File: src/rtl/fetch_prefetch_queue.sv
// Instruction prefetch queue: issues word fetches ahead of decode and
// aligns 16/32-bit instructions at any halfword, including straddles.
module fetch_prefetch_queue #(
    parameter int unsigned     XLEN       = 32,
    parameter int unsigned     DEPTH      = 4,
    parameter int unsigned     MAX_OUT    = 2,
    parameter logic [XLEN-1:0] RESET_PC   = '0,
    parameter bit              COMPRESSED = 1'b1
) (
    input  logic            clk,
    input  logic            Rst_n,
    input  logic            prog_hold,
    input  logic            redirect_valid,
    input  logic [XLEN-1:0] redirect_pc,
    output logic            imem_req,
    output logic [XLEN-1:0] imem_addr,
    input  logic            imem_gnt,
    input  logic            imem_rvalid,
    input  logic [31:0]     imem_rdata,
    output logic            ins_valid,
    output logic [31:0]     ins,
    output logic [XLEN-1:0] ins_pc,
    output logic            ins_comp,
    input  logic            ins_ready
);

    localparam int unsigned PW = (DEPTH > 1) ? $clog2(DEPTH) : 1;
    localparam int unsigned CW = PW + 1;
    localparam logic [CW-1:0] MAXO = CW'(MAX_OUT);
    localparam logic [CW:0]   DEPW = (CW + 1)'(DEPTH);

    typedef logic [PW-1:0] ptr_t;

    logic [31:0]     mem_q [DEPTH];
    ptr_t            rd_q, wr_q;
    logic [CW-1:0]   cnt_q, out_q, drop_q;
    logic [XLEN-1:0] fpc_q, hpc_q;
    logic            off_q;

    logic            flush, issue, push, acc, do_pop;
    logic [CW:0]     inflight;
    logic [31:0]     lo, raw;
    logic [15:0]     nx_lo;
    logic            have1, have2, lo_c, hi_c;
    logic            v, comp, pop;
    logic [XLEN-1:0] tgt;

    assign flush    = prog_hold || redirect_valid;
    assign inflight = {1'b0, cnt_q} + {1'b0, out_q};
    assign imem_req = Rst_n && !flush && (out_q < MAXO) && (inflight < DEPW);
    assign issue    = imem_req && imem_gnt;
    assign push     = imem_rvalid && (drop_q == '0) && !flush;
    assign imem_addr = fpc_q;
    assign tgt      = prog_hold ? RESET_PC : redirect_pc;

    assign lo    = mem_q[rd_q];
    assign nx_lo = mem_q[rd_q + ptr_t'(1)][15:0];
    assign have1 = cnt_q != '0;
    assign have2 = cnt_q >= CW'(2);
    assign lo_c  = lo[1:0] != 2'b11;
    assign hi_c  = lo[17:16] != 2'b11;

    always_comb begin
        raw  = lo;
        v    = 1'b0;
        comp = 1'b0;
        pop  = 1'b0;
        unique case (1'b1)
            !COMPRESSED: begin
                v   = have1;
                pop = 1'b1;
            end
            COMPRESSED && !off_q && lo_c: begin
                raw  = {16'h0000, lo[15:0]};
                v    = have1;
                comp = 1'b1;
            end
            COMPRESSED && !off_q && !lo_c: begin
                v   = have1;
                pop = 1'b1;
            end
            COMPRESSED && off_q && hi_c: begin
                raw  = {16'h0000, lo[31:16]};
                v    = have1;
                comp = 1'b1;
                pop  = 1'b1;
            end
            COMPRESSED && off_q && !hi_c: begin
                raw = {nx_lo, lo[31:16]};
                v   = have2;
                pop = 1'b1;
            end
        endcase
    end

    // A redirect or hold cycle never presents an instruction.
    assign ins_valid = v && !flush;
    assign ins       = ins_valid ? raw : 32'h0;
    assign ins_comp  = ins_valid && comp;
    assign ins_pc    = hpc_q;
    assign acc       = ins_valid && ins_ready;
    assign do_pop    = acc && pop;

    always_ff @(posedge clk or negedge Rst_n) begin
        if (!Rst_n) begin
            for (int i = 0; i < int'(DEPTH); i++) mem_q[i] <= '0;
            rd_q   <= '0;
            wr_q   <= '0;
            cnt_q  <= '0;
            out_q  <= '0;
            drop_q <= '0;
            fpc_q  <= RESET_PC;
            hpc_q  <= RESET_PC;
            off_q  <= 1'b0;
        end else if (flush) begin
            // Anything still in flight belongs to the old stream.
            rd_q   <= '0;
            wr_q   <= '0;
            cnt_q  <= '0;
            out_q  <= out_q - CW'(imem_rvalid);
            drop_q <= out_q - CW'(imem_rvalid);
            fpc_q  <= {tgt[XLEN-1:2], 2'b00};
            hpc_q  <= tgt;
            off_q  <= COMPRESSED ? tgt[1] : 1'b0;
        end else begin
            if (issue) fpc_q <= fpc_q + XLEN'(4);
            out_q <= out_q + CW'(issue) - CW'(imem_rvalid);
            if (imem_rvalid && drop_q != '0) drop_q <= drop_q - CW'(1);
            if (push) begin
                mem_q[wr_q] <= imem_rdata;
                wr_q        <= wr_q + ptr_t'(1);
            end
            if (do_pop) rd_q <= rd_q + ptr_t'(1);
            cnt_q <= cnt_q + CW'(push) - CW'(do_pop);
            if (acc) begin
                hpc_q <= hpc_q + (comp ? XLEN'(2) : XLEN'(4));
                off_q <= comp ? !off_q : off_q;
            end
        end
    end

endmodule

File: config.mk
export PLATFORM = sky130hd
export DESIGN_NAME = fetch_prefetch_queue
export DESIGN_NICKNAME = d
export VERILOG_FILES = /design/src/rtl/fetch_prefetch_queue.sv
export SDC_FILE = /design/constraint.sdc
export NUM_CORES = 1
export LEC_CHECK = 0
export CAP_MARGIN = 20
export CORE_MARGIN = 3
export CORE_UTILIZATION = 50
export CTS_CLUSTER_SIZE = 10
export DETAILED_ROUTE_END_ITERATION = 12
export PLACE_DENSITY = 0.82
export REMOVE_ABC_BUFFERS = 1
export SYNTH_ARGS = -nofsm -noshare
export SYNTH_HDL_FRONTEND = slang
export SYNTH_SLANG_ARGS = --single-unit
File: constraint.sdc
create_clock -name clk -period 4.4 [get_ports clk]
set_clock_uncertainty 0.15 [all_clocks]
set_input_delay 0.44 -clock clk [delete_from_list [all_inputs] [get_ports clk]]
set_output_delay 0.44 -clock clk [all_outputs]
set_load 0.005 [all_outputs]
-- After elaboration in Yosys (flattened, before gate mapping)
Cells that the tools add are included.
- add/sub/neg operators: 11
- order comparisons: 7
- eq/ne operators: 2
- mux-type cells: 31
- bitwise gates (word level): 4
- reductions and logical operators: 35
- operators by type and width (cell ; count):
    32-bit 2-to-1 mux ; 9
    32-bit binary-select mux with 2-bit select ; 2
    128-bit bitwise mux ; 1
    32-bit case mux with 3 select lines ; 1
    32-bit demux with 2-bit select ; 1
    32-bit by 3-bit adder with 32-bit output ; 1
    32-bit by 3-bit adder with 32-bit output, second input constant ; 1
    16-bit 2-to-1 mux ; 2
    1-bit logical AND ; 16
    3-bit 2-to-1 mux ; 5
    2-bit nonzero test ; 6
    3-bit >= comparator, second input constant ; 3
    2-bit inverter with 3-bit output ; 3
    3-bit by 1-bit subtractor with 3-bit output ; 3
    2-bit 2-to-1 mux ; 4
    3-bit by 1-bit adder with 3-bit output ; 2
    3-bit nonzero test ; 2
    3-bit OR reduction ; 2
    1-bit 2-to-1 mux ; 5
    2-bit by 1-bit adder with 2-bit output, second input constant ; 2
    3-bit by 3-bit adder with 4-bit output ; 1
    1-bit logical NOT ; 4
    4-bit by 3-bit < comparator with 1-bit output, second input constant ; 1
    2-bit != test, second input constant ; 2
    other kinds (10) ; 11
- register bits after elaboration: 206
- logic and storage cells: 102

-- Depth between registers and ports, before layout
- word-level depth: 14
- mapped depth: 16

-- Worst setup path before layout
Ideal clock, no wire load.
- path type: register -> register
- start point: register rd_q[0]
- end point: register hpc_q[31], in the netlist ins_pc[31]
- setup time: 0.122 ns
- arrival: 3.869 ns
- setup slack: 0.260 ns
- cell stages (with the launch flop): 15
- clock period less this slack: 4.140 ns
- path through: dfrtp_1 buf_6 mux4_2 nor2b_1 buf_2 nor2_1 clkbuf_1 ha_1 inv_1 fa_1 nand3b_1 nor4_2 nand3_1 or3_1 a32o_1
- cells in the longest elaborated chain, start to end: 12
- elaborated cells between the ends (all ways): 23
- classes of those cells: 1 x add/sub; 2 x eq/ne; 8 x mux; 1 x bitwise; 11 x reduce/logical
- ends and longest elaborated chain (element ; line ; RTL):
    start: declaration ; 35 ; ptr_t rd_q, wr_q;
    start signal: assignment ; 133 ; if (do_pop) rd_q <= rd_q + ptr_t'(1);
    2-bit inverter with 3-bit output (not written as such) (*) ; 56 ; assign lo = mem_q[rd_q];
    32-bit binary-select mux with 2-bit select (*) ; 56 ;
    32-bit 2-to-1 mux (not written as such) (*) (2 in a row) ; 56 ;
    2-bit != test (on tied branches) ; 60, 61 ;
    1-bit logical AND, or another cell as far along ; 73 ; COMPRESSED && !off_q && lo_c: begin
    2-bit OR reduction (no line) / 1-bit logical AND (equally long branches) ; - ;
    1-bit 2-to-1 mux / 3-bit OR reduction (equally long branches) ; - ;
    3-bit 2-to-1 mux / 1-bit case mux with 2 select lines (equally long branches) ; 136, 68 ;
    32-bit by 3-bit adder with 32-bit output / 1-bit logical AND (equally long branches) ; 136, 97 ;
    32-bit 2-to-1 mux / 1-bit logical AND (equally long branches) ; 135, 101 ;
    32-bit 2-to-1 mux / 2-bit nonzero test (equally long branches) ; - ;
    end signal: assignment ; 123 ; hpc_q <= tgt;
    end signal: assignment ; 136 ; hpc_q <= hpc_q + (comp ? XLEN'(2) : XLEN'(4));
    end: declaration ; 37 ; logic [XLEN-1:0] fpc_q, hpc_q;
Every way passes the cells marked *; elsewhere a longest branch is shown, timed or not. The select of a mux whose other input is x is not followed.
A chain may end at the register's enable or synchronous reset.

-- Final worst setup path
- start point: register rd_q[0]
- end point: output ins[18]
- cells in the longest elaborated chain, start to end: 11
- elaborated cells between the ends (all ways): 22
- classes of those cells: 1 x add/sub; 2 x eq/ne; 9 x mux; 2 x bitwise; 8 x reduce/logical
- ends and longest elaborated chain (element ; line ; RTL):
    2-bit inverter with 3-bit output (not written as such) ; 56 ;
    32-bit binary-select mux with 2-bit select ; 56 ;
    32-bit 2-to-1 mux (not written as such) (2 in a row) ; 56 ;
    2-bit != test ; 60 ; assign lo_c = lo[1:0] != 2'b11;
    1-bit logical NOT ; 78 ; COMPRESSED && !off_q && !lo_c: begin
    1-bit logical AND ; 78 ;
    3-bit OR reduction (no line) ; - ;
    1-bit case mux with 2 select lines ; 68 ; unique case (1'b1)
    1-bit logical AND ; 97 ; assign ins_valid = v && !flush;
    32-bit 2-to-1 mux (*) ; 98 ; assign ins = ins_valid ? raw : 32'h0;
    end: declaration ; 21 ; output logic [31:0] ins,
Marks and branches as above.

==> results.cfg <==
[worst_setup_path]
reg2reg_from = rd_q[0]$_DFFE_PN0P_
end_kind = primary output
required_ns = 3.81
rr_endpoint = ins_pc[27]$_DFFE_PN0P_
critPathKind = reg2out
reg2regPathDepth = 14
start_kind = flip-flop
rrSetupSlack_ns = 0.37
critPathArrivalTime_ns = 3.61
worstPathMaxFanout = 19

[route]
viasPerCell = 6.29
wire_per_inst_um = 21.2
dr_total_vias = 9233
drtIter0Drc = 638
drcViolationCount = 0
first_pass_iters = 7
antenna_left = 0
wl_um = 31200

[synth]
syn_avg_cell_area_um2 = 11.2
ys_seq_area_share_pct = 44.8
postSynth.topFlopCell = dfrtp_1
syn-instance-count = 1016
synth_cell_types = 74
ys.warnings.count = 0
synthArstFlopShare_pct = 100
synthesis.area_um2 = 11400
synth_edf_count = 0
ys_seq_elements = 204

[layout]
final_common_cell = dfrtp_1
area_growth_pct = 23.5
drive_above_1_share_pct = 22.4
layout_common_cells = dfrtp_1, clkdlybuf4s50_1, mux2_2
diodes = 0
fin_util_pct = 63.8
fin_nets = 1275

[die]
rows = 54
die_y_um = 157
die_w_um = 157
die_area_um2 = 24700
coreArea_um2 = 22100
start_util_pct = 51.6
io_pins = 170

[global_routing]
grt_pass1_wl_um = 49600
track_usage_pct = 25.0
grt-ovfl-total = 0
antenna_found_initial = 1
grt_pass1_vias = 9232
grt_max_degree = 76

[timing]
whs_ns = 0.307
min_period_ns = 4.20
relSlewSlack_pct = 36.3
finalHoldViolations = 0
rsz0062_at_grt = no
tns_ns = 0
timing.final.crit_share_pct = 95.6
slew_viol_final = 0
fmaxAchievable_ghz = 0.238
finalSetupViolations = 0
worst_pin_slew_ns = 0.955

[clock_network]
cts_root_buffer = clkbuf_16
htreeDepth = 1
cts_inserted_buffers = 24
cts_tree = yes
ctsLongestPathBuffers = 3
clkLatencyLatePin_ns = 0.53
clk_pin_slew_ns = 0.06
post_cts_buffers = 0
clock-sinks = 204

[run]
cap_violations = 0

[power]
p_seq_share_pct = 45.0
p_sw_mw = 1.36
p_comb_share_pct = 19.5
p_int_mw = 3.59
clkPwrFrac_pct = 35.5
ir_worst_vdd_uv = 358
power_density_nw_per_um2 = 351
p_sw_share_pct = 27.5
p_leak_nw = 6.02

[placed_design]
io_buffers = 167
gp_congestion = 0.884
hpwl_um = 21900

[worst_hold_path]
min_path_type = in2async

[run_status]
outcome = complete, no violations
metrics by stage:
stage	cells	instance area, um2	total power, mW	setup WS (ns)
final	1468	14100	4.95	0.195
after global routing	1468	14100	5.18	0.00727
after CTS	1468	14100	4.98	0.122
after detailed placement	1435	13400	3.22	0.214
after global placement	1435	13400	3.16	0.338
after floorplan	957	11100	2.82	-1.33
repair_timing:
action                                 4_1_cts  5_1_grt
endpoints found under the hold margin       56        0
hold buffers                                 1        0
setup endpoints to repair                    0        8
gates resized for setup                      0        3
state kept, by name, summed over array words and instances, names as in the netlist:
signal     flops
mem_q        128
ins_pc        32
imem_addr     30
cnt_q          3
drop_q         3
out_q          3
rd_q           2
wr_q           2
off_q          1
worst max-delay path, cell delays in order, from the launching register on:
cell	delay (ns)
dfrtp_2	0.45
buf_4	0.32
nand2_1	0.18
a2bb2oi_4	0.20
nor2_4	0.09
buf_4	0.19
o21ai_1	0.12
or2_2	0.44
buf_4	0.25
nor3_1	0.27
clkdlybuf4s50_1	0.56
Yosys cell counts (15+ instances only):
master	instances	share of area [%]
dfrtp_1	204	45
mux2_2	129	13
a21oi_1	77	3.4
nor2_1	71	2.3
nand2_1	70	2.3
o21ai_0	47	2.1
mux4_2	46	9.1
inv_1	38	1.3
nand3_1	31	1.4
mux2i_1	28	2.5
nor3_1	24	1.1
clkbuf_1	20	0.66
buf_1	19	0.63
ha_1	19	2.1
buf_2	15	0.66
cell families after synthesis:
family | Yosys count | share of synthesized area [%]
buffers and inverters | 100 | 3.83
AOI/OAI and AO/OA | 208 | 11.8
adders and majority gates | 22 | 2.61
other | 1 | 0.0329
and+or+nand+nor | 263 | 11.4
DFF | 204 | 44.8
muxes | 204 | 24.5
xor gates and xnor gates | 14 | 1.07
layout make-up:
type                            count  area, um2
Sequential cell                   204       5110
Multi-Input combinational cell    713       5890
Inverter                           40        155
Fill cell                        1673       8010
Clock buffer                       31        637
Tap cell                          280        350
Timing Repair Buffer              199       1920
Clock inverter                      1       30.0
how the worst max path moves through the flow:
stage	startpoint	end	slack, ns	cells after the start
CTS	rd_q[0]$_DFFE_PN0P_	ins[18]	0.12	10
finish	rd_q[0]$_DFFE_PN0P_	ins[18]	0.20	10
floorplan	rd_q[1]$_DFFE_PN0P_	ins_pc[31]$_DFFE_PN0P_	-1.33	10
global route	rd_q[0]$_DFFE_PN0P_	ins[18]	0.007	10
global placement	rd_q[0]$_DFFE_PN0P_	ins_pc[27]$_DFFE_PN0P_	0.34	14
detailed placement	rd_q[0]$_DFFE_PN0P_	ins_pc[27]$_DFFE_PN0P_	0.21	14
layer usage:
metal / part of all wire (%) / GRT usage, % / wire length (um)
met4: 3.0 / 7.44 / 922
met3: 8.7 / 4.73 / 2710
met2: 48 / 41.6 / 14900
met1: 41 / 33.7 / 12700
met5: 0.029 / 0 / 9
power groups by stage:
| stage | registers (mW) | clock network, mW | logic [mW] |
|---|---|---|---|
| after floorplan | 2.21 | 0 | 0.607 |
| after global placement | 2.24 | 0 | 0.922 |
| after detailed placement | 2.26 | 0 | 0.961 |
| after CTS | 2.22 | 1.79 | 0.970 |
| after global routing | 2.25 | 1.87 | 1.07 |
| final | 2.23 | 1.76 | 0.967 |
No activity file was read; power rests on OpenSTA's default activity.
